===== src/rtl/vis_pkg.sv =====
// Shared definitions for the spectrum-bar display path.
//
// Contents:
//   NUM_BINS, IDX_W   - number of spectrum bins and the width of a bin index
//   MAG_W, HEIGHT_W   - bin magnitude width and bar height width
//   H_MAX_DEFAULT     - default bar height saturation (visible lines)
//   ingest_state_t    - bin-beat ingest FSM states
//   commit_state_t    - frame commit sequencer states
//   sat_sub()         - unsigned subtract that clamps at zero
package vis_pkg;

    localparam int NUM_BINS      = 16;
    localparam int IDX_W         = 4;
    localparam int MAG_W         = 24;
    localparam int HEIGHT_W      = 9;
    localparam int H_MAX_DEFAULT = 480;

    typedef enum logic [1:0] {
        ING_IDLE    = 2'd0,  // waiting for bin 0
        ING_COLLECT = 2'd1,  // waiting for bin exp_idx (1..15)
        ING_FULL    = 2'd2   // all 16 bins held, waiting for a commit
    } ingest_state_t;

    typedef enum logic {
        CMT_WAIT   = 1'b0,
        CMT_COMMIT = 1'b1
    } commit_state_t;

    function automatic logic [HEIGHT_W-1:0] sat_sub(input logic [HEIGHT_W-1:0] a,
                                                    input logic [HEIGHT_W-1:0] b);
        return (a >= b) ? a - b : '0;
    endfunction

endpackage


===== src/rtl/bar_height_conv.sv =====
// Combinational magnitude-to-bar-height conversion.
//
// Negative magnitudes give height 0; otherwise the magnitude is scaled down
// by SHIFT and clamped to H_MAX.
//
// Ports:
//   mag     in   MAG_W     signed two's-complement bin magnitude
//   height  out  HEIGHT_W  bar height, 0..H_MAX
module bar_height_conv
    import vis_pkg::*;
#(
    parameter int SHIFT = 14,
    parameter int H_MAX = H_MAX_DEFAULT
) (
    input  logic [MAG_W-1:0]    mag,
    output logic [HEIGHT_W-1:0] height
);

    logic [MAG_W-1:0] scaled;

    always_comb begin
        // NOTE: every output of a combinational block gets a default before
        // any branch, so no path can leave it unassigned and infer a latch.
        height = '0;
        scaled = mag >> SHIFT;
        if (!mag[MAG_W-1]) begin
            if (scaled > MAG_W'(H_MAX)) begin
                height = HEIGHT_W'(H_MAX);
            end else begin
                height = scaled[HEIGHT_W-1:0];
            end
        end
    end

endmodule


===== src/rtl/bar_update_scheduler.sv =====
// Spectrum bar update scheduler.
//
// Collects 16 bin magnitudes per frame into a shadow height table, then on
// vertical blanking walks the displayed table one bin per cycle, merging the
// new heights with a per-frame decay of the old ones (peak-fall effect).
//
// Ports:
//   clk           in   1   pixel clock
//   rst           in   1   asynchronous active-high reset
//   in_valid      in   1   bin beat valid
//   in_ready      out  1   beat accepted when in_valid && in_ready
//   in_idx        in   4   bin index of the beat
//   in_mag        in   24  signed bin magnitude
//   vblank_start  in   1   one-cycle pulse at start of vertical blanking
//   rd_idx        in   4   display bin to read
//   rd_height     out  9   registered height of bin rd_idx (1-cycle latency)
//   commit_done   out  1   pulse in the cycle after the last bin is committed
//   err_seq       out  1   pulse in the cycle after an out-of-sequence beat
module bar_update_scheduler
    import vis_pkg::*;
#(
    parameter int DECAY = 4,
    parameter int SHIFT = 14,
    parameter int H_MAX = H_MAX_DEFAULT
) (
    input  logic                clk,
    input  logic                rst,
    input  logic                in_valid,
    output logic                in_ready,
    input  logic [IDX_W-1:0]    in_idx,
    input  logic [MAG_W-1:0]    in_mag,
    input  logic                vblank_start,
    input  logic [IDX_W-1:0]    rd_idx,
    output logic [HEIGHT_W-1:0] rd_height,
    output logic                commit_done,
    output logic                err_seq
);

    localparam logic [IDX_W-1:0]    LAST_IDX = IDX_W'(NUM_BINS - 1);
    localparam logic [HEIGHT_W-1:0] DECAY_H  = HEIGHT_W'(DECAY);

    ingest_state_t          ing_state, ing_next;
    logic [IDX_W-1:0]       exp_idx, exp_next;
    commit_state_t          cmt_state, cmt_next;
    logic [IDX_W-1:0]       cmt_idx;
    logic                   use_new;

    logic [HEIGHT_W-1:0]    disp   [NUM_BINS];
    logic [HEIGHT_W-1:0]    shadow [NUM_BINS];

    logic                   accept;
    logic                   shadow_we;
    logic                   seq_err;
    logic                   commit_last;
    logic                   commit_release;
    logic [HEIGHT_W-1:0]    conv_height;
    logic [HEIGHT_W-1:0]    fresh;
    logic [HEIGHT_W-1:0]    decayed;
    logic [HEIGHT_W-1:0]    merged;

    bar_height_conv #(
        .SHIFT (SHIFT),
        .H_MAX (H_MAX)
    ) u_conv (
        .mag    (in_mag),
        .height (conv_height)
    );

    assign in_ready       = (ing_state != ING_FULL);
    assign accept         = in_valid && in_ready;
    assign commit_last    = (cmt_state == CMT_COMMIT) && (cmt_idx == LAST_IDX);
    // The shadow set is handed over only when this commit actually used it.
    assign commit_release = commit_last && use_new;

    // Ingest FSM: next state and shadow write strobe.
    always_comb begin
        ing_next  = ing_state;
        exp_next  = exp_idx;
        shadow_we = 1'b0;
        seq_err   = 1'b0;
        case (ing_state)
            ING_FULL: begin
                if (commit_release) begin
                    ing_next = ING_IDLE;
                    exp_next = '0;
                end
            end
            default: begin
                if (accept) begin
                    if (in_idx == exp_idx) begin
                        shadow_we = 1'b1;
                        if (in_idx == LAST_IDX) begin
                            ing_next = ING_FULL;
                            exp_next = '0;
                        end else begin
                            ing_next = ING_COLLECT;
                            exp_next = exp_idx + 1'b1;
                        end
                    end else if (in_idx == '0) begin
                        // A fresh bin 0 restarts the frame from any point.
                        shadow_we = 1'b1;
                        ing_next  = ING_COLLECT;
                        exp_next  = IDX_W'(1);
                    end else begin
                        seq_err  = 1'b1;
                        ing_next = ING_IDLE;
                        exp_next = '0;
                    end
                end
            end
        endcase
    end

    // Commit sequencer: vblank_start arriving mid-commit is simply dropped.
    always_comb begin
        cmt_next = cmt_state;
        case (cmt_state)
            CMT_WAIT:   if (vblank_start) cmt_next = CMT_COMMIT;
            CMT_COMMIT: if (cmt_idx == LAST_IDX) cmt_next = CMT_WAIT;
            default:    cmt_next = CMT_WAIT;
        endcase
    end

    // Per-bin merge: new height wins only where it exceeds the decayed one.
    always_comb begin
        fresh   = use_new ? shadow[cmt_idx] : '0;
        decayed = sat_sub(disp[cmt_idx], DECAY_H);
        merged  = (fresh > decayed) ? fresh : decayed;
    end

    // NOTE: sequential state uses non-blocking assignments so every register
    // samples pre-edge values regardless of statement order.
    always_ff @(posedge clk or posedge rst) begin
        if (rst) begin
            ing_state   <= ING_IDLE;
            exp_idx     <= '0;
            cmt_state   <= CMT_WAIT;
            cmt_idx     <= '0;
            use_new     <= 1'b0;
            commit_done <= 1'b0;
            err_seq     <= 1'b0;
        end else begin
            ing_state   <= ing_next;
            exp_idx     <= exp_next;
            cmt_state   <= cmt_next;
            cmt_idx     <= (cmt_state == CMT_COMMIT) ? cmt_idx + 1'b1 : '0;
            if ((cmt_state == CMT_WAIT) && vblank_start) begin
                use_new <= (ing_state == ING_FULL);
            end
            commit_done <= commit_last;
            err_seq     <= seq_err;
        end
    end

    // NOTE: both tables must read as zero straight after reset, so they are
    // flop arrays with a reset loop rather than an unreset RAM.
    always_ff @(posedge clk or posedge rst) begin
        if (rst) begin
            for (int i = 0; i < NUM_BINS; i++) begin
                disp[i]   <= '0;
                shadow[i] <= '0;
            end
            rd_height <= '0;
        end else begin
            if (shadow_we) begin
                shadow[in_idx] <= conv_height;
            end
            if (cmt_state == CMT_COMMIT) begin
                disp[cmt_idx] <= merged;
            end
            // Reads see the table as it was before this edge's commit write.
            rd_height <= disp[rd_idx];
        end
    end

endmodule


===== config.mk =====
export PLATFORM = sky130hd
export DESIGN_NAME = bar_update_scheduler
export DESIGN_NICKNAME = d
export VERILOG_FILES = /design/src/rtl/vis_pkg.sv /design/src/rtl/bar_height_conv.sv /design/src/rtl/bar_update_scheduler.sv
export SDC_FILE = /design/constraint.sdc
export NUM_CORES = 1
export LEC_CHECK = 0
export ABC_AREA = 1
export CAP_MARGIN = 5
export CORE_UTILIZATION = 40
export DETAILED_ROUTE_END_ITERATION = 6
export PLACE_DENSITY_LB_ADDON = 0.08
export SYNTH_ARGS = -nofsm -noshare
export SYNTH_HDL_FRONTEND = slang
export SYNTH_SLANG_ARGS = --single-unit

===== constraint.sdc =====
create_clock -name clk -period 15.15 [get_ports clk]
set_input_delay 3.03 -clock clk [delete_from_list [all_inputs] [get_ports clk]]
set_output_delay 3.03 -clock clk [all_outputs]
set_load 0.03 [all_outputs]

==> impl_metrics.env, run 1 <==
export IMPL_arrival_ns=6.26
export IMPL_initial_core_util_pct=40.5
export IMPL_grt_pass1_vias=13725
export IMPL_crit_required_ns=15.58
export IMPL_r2r_start="cmt_idx[0]"
export IMPL_wl_per_cell_um=18.6
export IMPL_worstSetupStartpoint="in_idx[2]"
export IMPL_layout_commonest_cell="nand2_1"
export IMPL_pwr_share_seq_pct=27.6
export IMPL_grt_overflow=0
export IMPL_intPower_uw=2150
export IMPL_pwr_share_comb_pct=49.4
export IMPL_hold_ws_ns=0.478
export IMPL_post_cts_buffers=0
export IMPL_vias=14494
export IMPL_final_cell_mix="nand2_1, o21ai_0, dfrtp_1"
export IMPL_worstReg2RegEnd="disp[71]"
export IMPL_clkSinkCount=311
export IMPL_dieWidth_um=205
export IMPL_die_y_um=205
export IMPL_start_kind="input port"
export IMPL_min_path_type="reg -> reg"
export IMPL_synth_main_ff_cell="dfrtp_1"
export IMPL_tightest_slew_ns=1.13
export IMPL_nFillCells=4173
export IMPL_cts_root_buf="clkbuf_16"
export IMPL_hpwlAfterDp_mm=31.3
export IMPL_io_buffers=33
export IMPL_track_usage_pct=25.2
export IMPL_grt_antenna_before_repair=0
export IMPL_ioPinCount=48
export IMPL_rsz0062_at_grt="no"
export IMPL_outcome="completed"
export IMPL_cts_hold_buf=0
export IMPL_ctsResizeCount=0
export IMPL_clock_path_buffers=3
export IMPL_crit_path_end="shadow[103]"
export IMPL_grt_max_degree=108
export IMPL_placementRows=74
export IMPL_setup_violations=0
export IMPL_finalCriticalPeriod_ns=5.83
export IMPL_ys_seq_area_share_pct=47.2
export IMPL_ir_drop_mv=0.167
export IMPL_ys_warn_count=0
export IMPL_syn_area_um2=16500
export IMPL_via_per_inst=5.29
export IMPL_crit_type="in -> reg"
export IMPL_drive_above_1_share_pct=5.70
export IMPL_synth_seq_cells=311
export IMPL_cap_violations=0
export IMPL_setup_tns_ns=0
export IMPL_synth_edf_count=0
export IMPL_r2r_cells=25
export IMPL_multi_input_area_um2=7290
export IMPL_htreeDepth=2
export IMPL_first_pass_iters=5
export IMPL_swShare_pct=48.3
export IMPL_hold_viol=0
export IMPL_p_sw_uw=2010
export IMPL_relSlewSlack_pct=24.2
export IMPL_core_um2=40700
export IMPL_drc=0
export IMPL_drtIter0Drc=1104
export IMPL_place_congestion=0.839
export IMPL_endpoint_kind="flop"
export IMPL_final_seq_area_um2=7790
export IMPL_cts_tree="done"
export IMPL_clock_fmax_ghz=0.172
export IMPL_final_antenna_net_count=0
export IMPL_syn_inst=2215
export IMPL_clkTransAtPathRegs_ns=0.06
export IMPL_syn_nets=2267
export IMPL_clock_latency_ns=0.56
export IMPL_layout_nets=2231
export IMPL_leakage_uw=0.00876
export IMPL_async_flop_share_pct=100
export IMPL_diodes=0
export IMPL_clock_power_share_pct=23.0
export IMPL_grt_pass1_wl_mm=81.0
export IMPL_crit_fanout=18
export IMPL_syn_to_final_growth_pct=10.7
export IMPL_synth_cell_type_count=42
export IMPL_period_share_pct=38.5
export IMPL_avgSynthCellArea_um2=7.45
export IMPL_maxSlewViolCount=0
export IMPL_powerDensity_nw_per_um2=228
export IMPL_regToRegSetupSlack_ns=9.39
export IMPL_cts_buffers=39
export IMPL_dieArea_um2=42100
export IMPL_wirelength_mm=51.1
export IMPL_worst_clock_skew_ns=0.0186
## area by class of cell
type,count,share of cell area [%]
well taps,532,3.65
clock inverters,5,0.411
repair buffers,62,2.96
inverters,172,3.59
flip-flops and latches,311,42.7
clock buffers,66,6.79
multi-input cells,1593,39.9
## stage by stage
stage | instances | worst slack, ns | util [%] | total power [µW] | instance area [µm²]
2_1_floorplan | 2215 | 3.52 | - | 2700 | 16500
3_3_place_gp | 2670 | 8.89 | 41.6 | 3190 | 16900
3_5_place_dp | 2670 | 8.83 | 41.6 | 3220 | 16900
4_1_cts | 2741 | 9.31 | 44.8 | 4190 | 18300
5_1_grt | 2741 | 8.79 | 44.8 | 4490 | 18300
6_report | 2741 | 9.32 | 44.8 | 4160 | 18300
## metal layers
metal	share of wire, %	track usage, %	vias to the layer above
met5	0	0	-
met2	47	40.8	361
met3	4.9	2.83	64
met4	2.4	8.04	0
li1	-	-	7106
met1	45	35.1	6963
## logic make-up after synthesis
family	synth area share, %
buffers and inverters	8.62
adders and majority gates	1.21
AOI/OAI and AO/OA	17.3
xor gates and xnor gates	0.265
and+or+nand+nor	25.1
DFF	47.2
muxes	0.364
## synth_stat cells (6+ instances only)
cell type	number	area, µm²
o22ai_1	39	244
a21oi_1	79	395
o21ai_0	334	1670
buf_4	19	143
o211ai_1	11	82.6
clkbuf_1	70	263
mux2i_1	6	60.1
inv_1	164	616
o221ai_1	16	140
dfrtp_1	311	7780
buf_6	20	225
nand2_2	8	50.1
ha_1	16	200
buf_2	23	115
nand2_1	752	2820
nand3_1	85	425
a31oi_1	7	43.8
nand4_1	7	43.8
o21ai_1	41	205
nor2_1	155	582
## power groups by stage
stage / sequential (µW) / combinational, µW / clock, µW
after floorplan: 1120 / 1590 / 0
after global placement: 1160 / 2030 / 0
after detailed placement: 1160 / 2060 / 0
after CTS: 1150 / 2070 / 980
after global routing: 1180 / 2310 / 1010
final: 1150 / 2060 / 957
## worst max-delay path, stage by stage
cell and delay [ns]:
clkdlybuf4s50_1 0.68, xor2_1 0.26, nor3_1 0.16, nand2_1 0.16, inv_2 0.10, nor2_1 0.05
nor2_2 0.45, nand4_1 0.89, o21ai_0 0.47
## how the worst min path moves through the flow
stage / depth (start not counted) / slack [ns] / startpoint / endpoint
CTS: 2 / 0.48 / disp[113] / disp[113]
detailed placement: 2 / 0.47 / disp[113] / disp[113]
global route: 2 / 0.49 / shadow[125] / shadow[125]
global placement: 2 / 0.46 / shadow[17] / shadow[17]
finish: 2 / 0.48 / shadow[53] / shadow[53]
floorplan: 2 / 0.45 / shadow[125] / shadow[125]
## state kept, by name (all words and copies together) (netlist names)
| register | cells |
|---|---|
| ing_state | 2 |
| cmt_idx | 4 |
| cmt_state | 1 |
| shadow | 144 |
| rd_height | 9 |
| use_new | 1 |
| exp_idx | 4 |
| err_seq | 1 |
| disp | 144 |
| commit_done | 1 |
(Power assumes the default switching activity.)
==> run 2, diff against run 1 <==
- clock period: 15.15 -> 5.85 ns (I/O delays scaled with it)
==> impl_metrics.env, run 2 (same netlist as run 1, synthesis figures left out) <==
export IMPL_ioPinCount=48
export IMPL_cp_common_cell="nand2_1"
export IMPL_wirelength_mm=51.2
export IMPL_clock_path_buffers=3
export IMPL_endpoint_kind="flop"
export IMPL_drc=0
export IMPL_diodes=0
export IMPL_placementRows=74
export IMPL_cts_hold_buf=0
export IMPL_instances_no_fill=2744
export IMPL_setup_tns_ns=0
export IMPL_powerDensity_nw_per_um2=595
export IMPL_via_per_inst=5.31
export IMPL_maxSlewViolCount=0
export IMPL_cts_buffers=38
export IMPL_io_buffers=33
export IMPL_leakage_uw=0.00882
export IMPL_crit_slowest_cell="dfrtp_4"
export IMPL_layout_commonest_cell="nand2_1"
export IMPL_track_usage_pct=25.1
export IMPL_hold_viol=0
export IMPL_place_congestion=0.831
export IMPL_worst_clock_skew_ns=0.0208
export IMPL_setup_violations=0
export IMPL_dieWidth_um=205
export IMPL_crit_type="reg -> reg"
export IMPL_syn_to_final_growth_pct=11.4
export IMPL_ir_drop_mv=0.631
export IMPL_outcome="completed"
export IMPL_cts_tree="done"
export IMPL_final_antenna_net_count=0
export IMPL_finalCriticalPeriod_ns=4.78
export IMPL_start_kind="flop"
export IMPL_grt_antenna_before_repair=0
export IMPL_cpPeakStageDelay_ns=0.59
export IMPL_core_um2=40700
export IMPL_fin_area_um2=18400
export IMPL_wl_per_cell_um=18.6
export IMPL_hold_ws_ns=0.477
export IMPL_dpl_cell_area_um2=17100
export IMPL_first_pass_iters=5
export IMPL_cts_root_buf="clkbuf_16"
export IMPL_grt_overflow=0
export IMPL_period_share_pct=81.8
export IMPL_nFillCells=4185
export IMPL_initial_core_util_pct=40.5
export IMPL_ctsResizeCount=0
export IMPL_clkTransAtPathRegs_ns=0.06
export IMPL_clock_fmax_ghz=0.209
export IMPL_grt_pass1_wl_mm=80.6
export IMPL_vias=14570
export IMPL_grt_pass1_vias=14123
export IMPL_clock_latency_ns=0.56
export IMPL_top_regs="disp x144, shadow x144, rd_height x9"
export IMPL_drtIter0Drc=1234
export IMPL_die_y_um=205
export IMPL_hpwlAfterDp_mm=31.8
export IMPL_tightest_slew_ns=1.10
export IMPL_crit_fanout=30
export IMPL_grt_max_degree=175
export IMPL_drive_above_1_share_pct=6.19
export IMPL_layout_nets=2238
export IMPL_placed_cells=2678
export IMPL_rsz0062_at_grt="no"
export IMPL_cap_violations=0
export IMPL_arrival_ns=5.22
export IMPL_dieArea_um2=42100
export IMPL_min_path_type="reg -> reg"
export IMPL_final_cell_mix="nand2_1, o21ai_0, dfrtp_1"
export IMPL_htreeDepth=2
export IMPL_crit_required_ns=6.28
export IMPL_relSlewSlack_pct=26.5
export IMPL_post_cts_buffers=0
export IMPL_clkSinkCount=311
run 2: final timing paths:
kind                          endpoint       start  cells past startpoint  slack (ns)
min in group asynchronous     disp[21]         rst                      3        1.15
max reg2reg                  disp[106]  cmt_idx[0]                     29        1.07
max                          disp[106]  cmt_idx[0]                     29        1.07
max in group asynchronous  shadow[102]         rst                      3        3.79
min reg2reg                    disp[9]     disp[9]                      2        0.48
min                            disp[9]     disp[9]                      2        0.48
run 2: per-stage QoR:
step / power, µW / setup slack, ns / util, %
after floorplan: 7000 / 0.539 / -
after global placement: 8400 / 1.15 / 41.9
after detailed placement: 8460 / 1.13 / 41.9
after CTS: 11000 / 1.11 / 45.1
after global routing: 11800 / 0.621 / 45.1
final: 10900 / 1.07 / 45.1
run 2: layout make-up:
| cell class | count | area (µm²) | share of cell area, % |
|---|---|---|---|
| multi-input cells | 1593 | 7290 | 39.7 |
| clock buffers | 54 | 1150 | 6.28 |
| inverters | 172 | 652 | 3.55 |
| well taps | 532 | 666 | 3.62 |
| clock inverters | 12 | 163 | 0.885 |
| flip-flops and latches | 311 | 7790 | 42.4 |
| repair buffers | 70 | 663 | 3.61 |
run 2: report_power, final:
part | switching [µW] | internal [µW] | leakage [µW]
Sequential | 276 | 2650 | 0.00414
Clock | 953 | 1540 | 0.000653
Combinational | 4040 | 1470 | 0.00402
run 2: critical path, delay by kind of cell (launching register included):
kind                     cells  cell delay [ns]
flip-flops                   1             0.59
AND/OR/NAND/NOR             18             2.18
adder cells (fa/ha/maj)      2             0.41
buffers and inverters        5             0.94
AO/OA/AOI/OAI                4             0.49
run 2: per-layer routing:
layer / GRT usage [%] / share of wire [%]
met1: 32.6 / 44
met2: 41.1 / 47
met3: 3.42 / 5.1
met4: 11.7 / 4.0
met5: 0 / 0
==> run 3, diff against run 2 <==
- clock period: 5.85 -> 4.4 ns (I/O delays scaled with it)
==> impl_metrics.env, run 3 (same netlist as run 1, synthesis figures left out) <==
export IMPL_final_antenna_net_count=0
export IMPL_grt_pass1_vias=13916
export IMPL_crit_required_ns=4.87
export IMPL_setup_violations=0
export IMPL_clkSinkCount=311
export IMPL_place_congestion=0.836
export IMPL_dieArea_um2=42100
export IMPL_crit_fanout=20
export IMPL_setup_tns_ns=0
export IMPL_dieWidth_um=205
export IMPL_relSlewSlack_pct=47.1
export IMPL_tightest_slew_ns=0.794
export IMPL_first_pass_iters=6
export IMPL_arrival_ns=4.48
export IMPL_instances_no_fill=2775
export IMPL_clkTransAtPathRegs_ns=0.06
export IMPL_grt_pass1_wl_mm=81.1
export IMPL_grt_antenna_before_repair=0
export IMPL_placementRows=74
export IMPL_cap_violations=0
export IMPL_syn_to_final_growth_pct=13.8
export IMPL_layout_nets=2269
export IMPL_grt_max_degree=84
export IMPL_wirelength_mm=52.0
export IMPL_finalCriticalPeriod_ns=4.00
export IMPL_cts_tree="done"
export IMPL_multi_input_area_um2=7360
export IMPL_grt_overflow=0
export IMPL_worstReg2RegEnd="disp[66]"
export IMPL_htreeDepth=2
export IMPL_cts_root_buf="clkbuf_16"
export IMPL_diodes=0
export IMPL_worst_clock_skew_ns=0.0214
export IMPL_ioPinCount=48
export IMPL_top_regs="disp x144, shadow x144, rd_height x9"
export IMPL_clock_latency_ns=0.56
export IMPL_cts_hold_buf=0
export IMPL_endpoint_kind="flop"
export IMPL_core_um2=40700
export IMPL_rsz0062_at_grt="no"
export IMPL_maxSlewViolCount=0
export IMPL_r2r_start="cmt_idx[0]"
export IMPL_min_path_type="reg -> reg"
export IMPL_vias=14667
export IMPL_hold_viol=0
export IMPL_regToRegSetupSlack_ns=0.40
export IMPL_utilization_pct=46.1
export IMPL_layout_commonest_cell="nand2_1"
export IMPL_outcome="completed"
export IMPL_fin_total_pwr_uw=15200
export IMPL_leakage_uw=0.00901
export IMPL_ir_drop_mv=0.673
export IMPL_powerDensity_nw_per_um2=810
export IMPL_drc=0
export IMPL_drive_above_1_share_pct=7.62
export IMPL_final_cell_mix="nand2_1, o21ai_0, dfrtp_1"
export IMPL_r2r_cells=26
export IMPL_cts_buffers=38
export IMPL_io_buffers=33
export IMPL_hold_ws_ns=0.478
export IMPL_period_share_pct=91.0
export IMPL_via_per_inst=5.29
export IMPL_worstSetupStartpoint="cmt_idx[0]"
export IMPL_drtIter0Drc=1240
export IMPL_nFillCells=4141
export IMPL_crit_type="reg -> reg"
export IMPL_placed_cells=2702
export IMPL_clock_path_buffers=3
export IMPL_wl_per_cell_um=18.7
export IMPL_track_usage_pct=25.2
export IMPL_initial_core_util_pct=40.5
export IMPL_clock_fmax_ghz=0.250
export IMPL_final_seq_area_um2=7790
export IMPL_hpwlAfterDp_mm=32.8
export IMPL_die_y_um=205
export IMPL_start_kind="flop"
export IMPL_crit_path_end="disp[66]"
## run 3: worst min-delay path by stage
stage           startpoint     endpoint  slack, ns  depth (start not counted)
2_1_floorplan  shadow[125]  shadow[125]       0.45                          2
3_3_place_gp    shadow[10]   shadow[10]       0.46                          2
3_5_place_dp      disp[62]     disp[62]       0.47                          2
4_1_cts           disp[54]     disp[54]       0.48                          2
5_1_grt         shadow[16]   shadow[16]       0.49                          2
6_report        shadow[49]   shadow[49]       0.48                          2
## run 3: cell type report
class,instances,area share (%)
multi-input combinational,1594,39.2
sequential,311,41.5
inverter,172,3.50
clock buffer,58,6.06
timing repair buffer,100,5.57
tap,532,3.55
clock inverter,8,0.633
## run 3: metal layers
layer | wire, µm | GRT usage, % | vias to the layer above
met3 | 2680 | 3.29 | 98
met5 | 0 | 0 | -
met2 | 24500 | 41.4 | 405
met1 | 23000 | 33.5 | 6972
met4 | 1760 | 10.5 | 0
li1 | - | - | 7192
## run 3: stage by stage
step / cell area (µm²) / setup slack (ns)
2_1_floorplan: 16500 / -0.621
3_5_place_dp: 17300 / 0.0709
3_3_place_gp: 17300 / 0.106
6_report: 18800 / 0.397
4_1_cts: 18600 / 0.0369
5_1_grt: 18800 / 0.000373
## run 3: where the power goes
part / internal, µW / switching (µW)
Combinational: 2440 / 5660
Clock: 1950 / 1260
Sequential: 3520 / 368
Total: 7910 / 7290
## run 3: what timing repair did
item                       in CTS  in global routing
pin swaps                       0                  1
setup endpoints to repair       1                143
resized for setup               1                 20
buffers inserted                0                  5
cloned                          0                  2
## run 3: worst max-delay path: stages (launching register included)
cell and delay, ns:
dfrtp_4 0.56, buf_12 0.16, clkbuf_16 0.19, nor2_1 0.11
nor2_1 0.04, nand2_1 0.06, nand2_1 0.08, nand2_1 0.06
nand2_1 0.12, nor2_2 0.25, nand3_1 0.16, nor2_4 0.15
nand2_4 0.14, nand2_1 0.10, ha_1 0.24, a21oi_1 0.14
o21ai_0 0.08, a21boi_0 0.17, o21ai_0 0.10, nand2_1 0.06
nand2_1 0.05, nand2_2 0.13, buf_4 0.17, nand3_2 0.18
nand2_4 0.23, nand2_1 0.07, o21ai_1 0.09
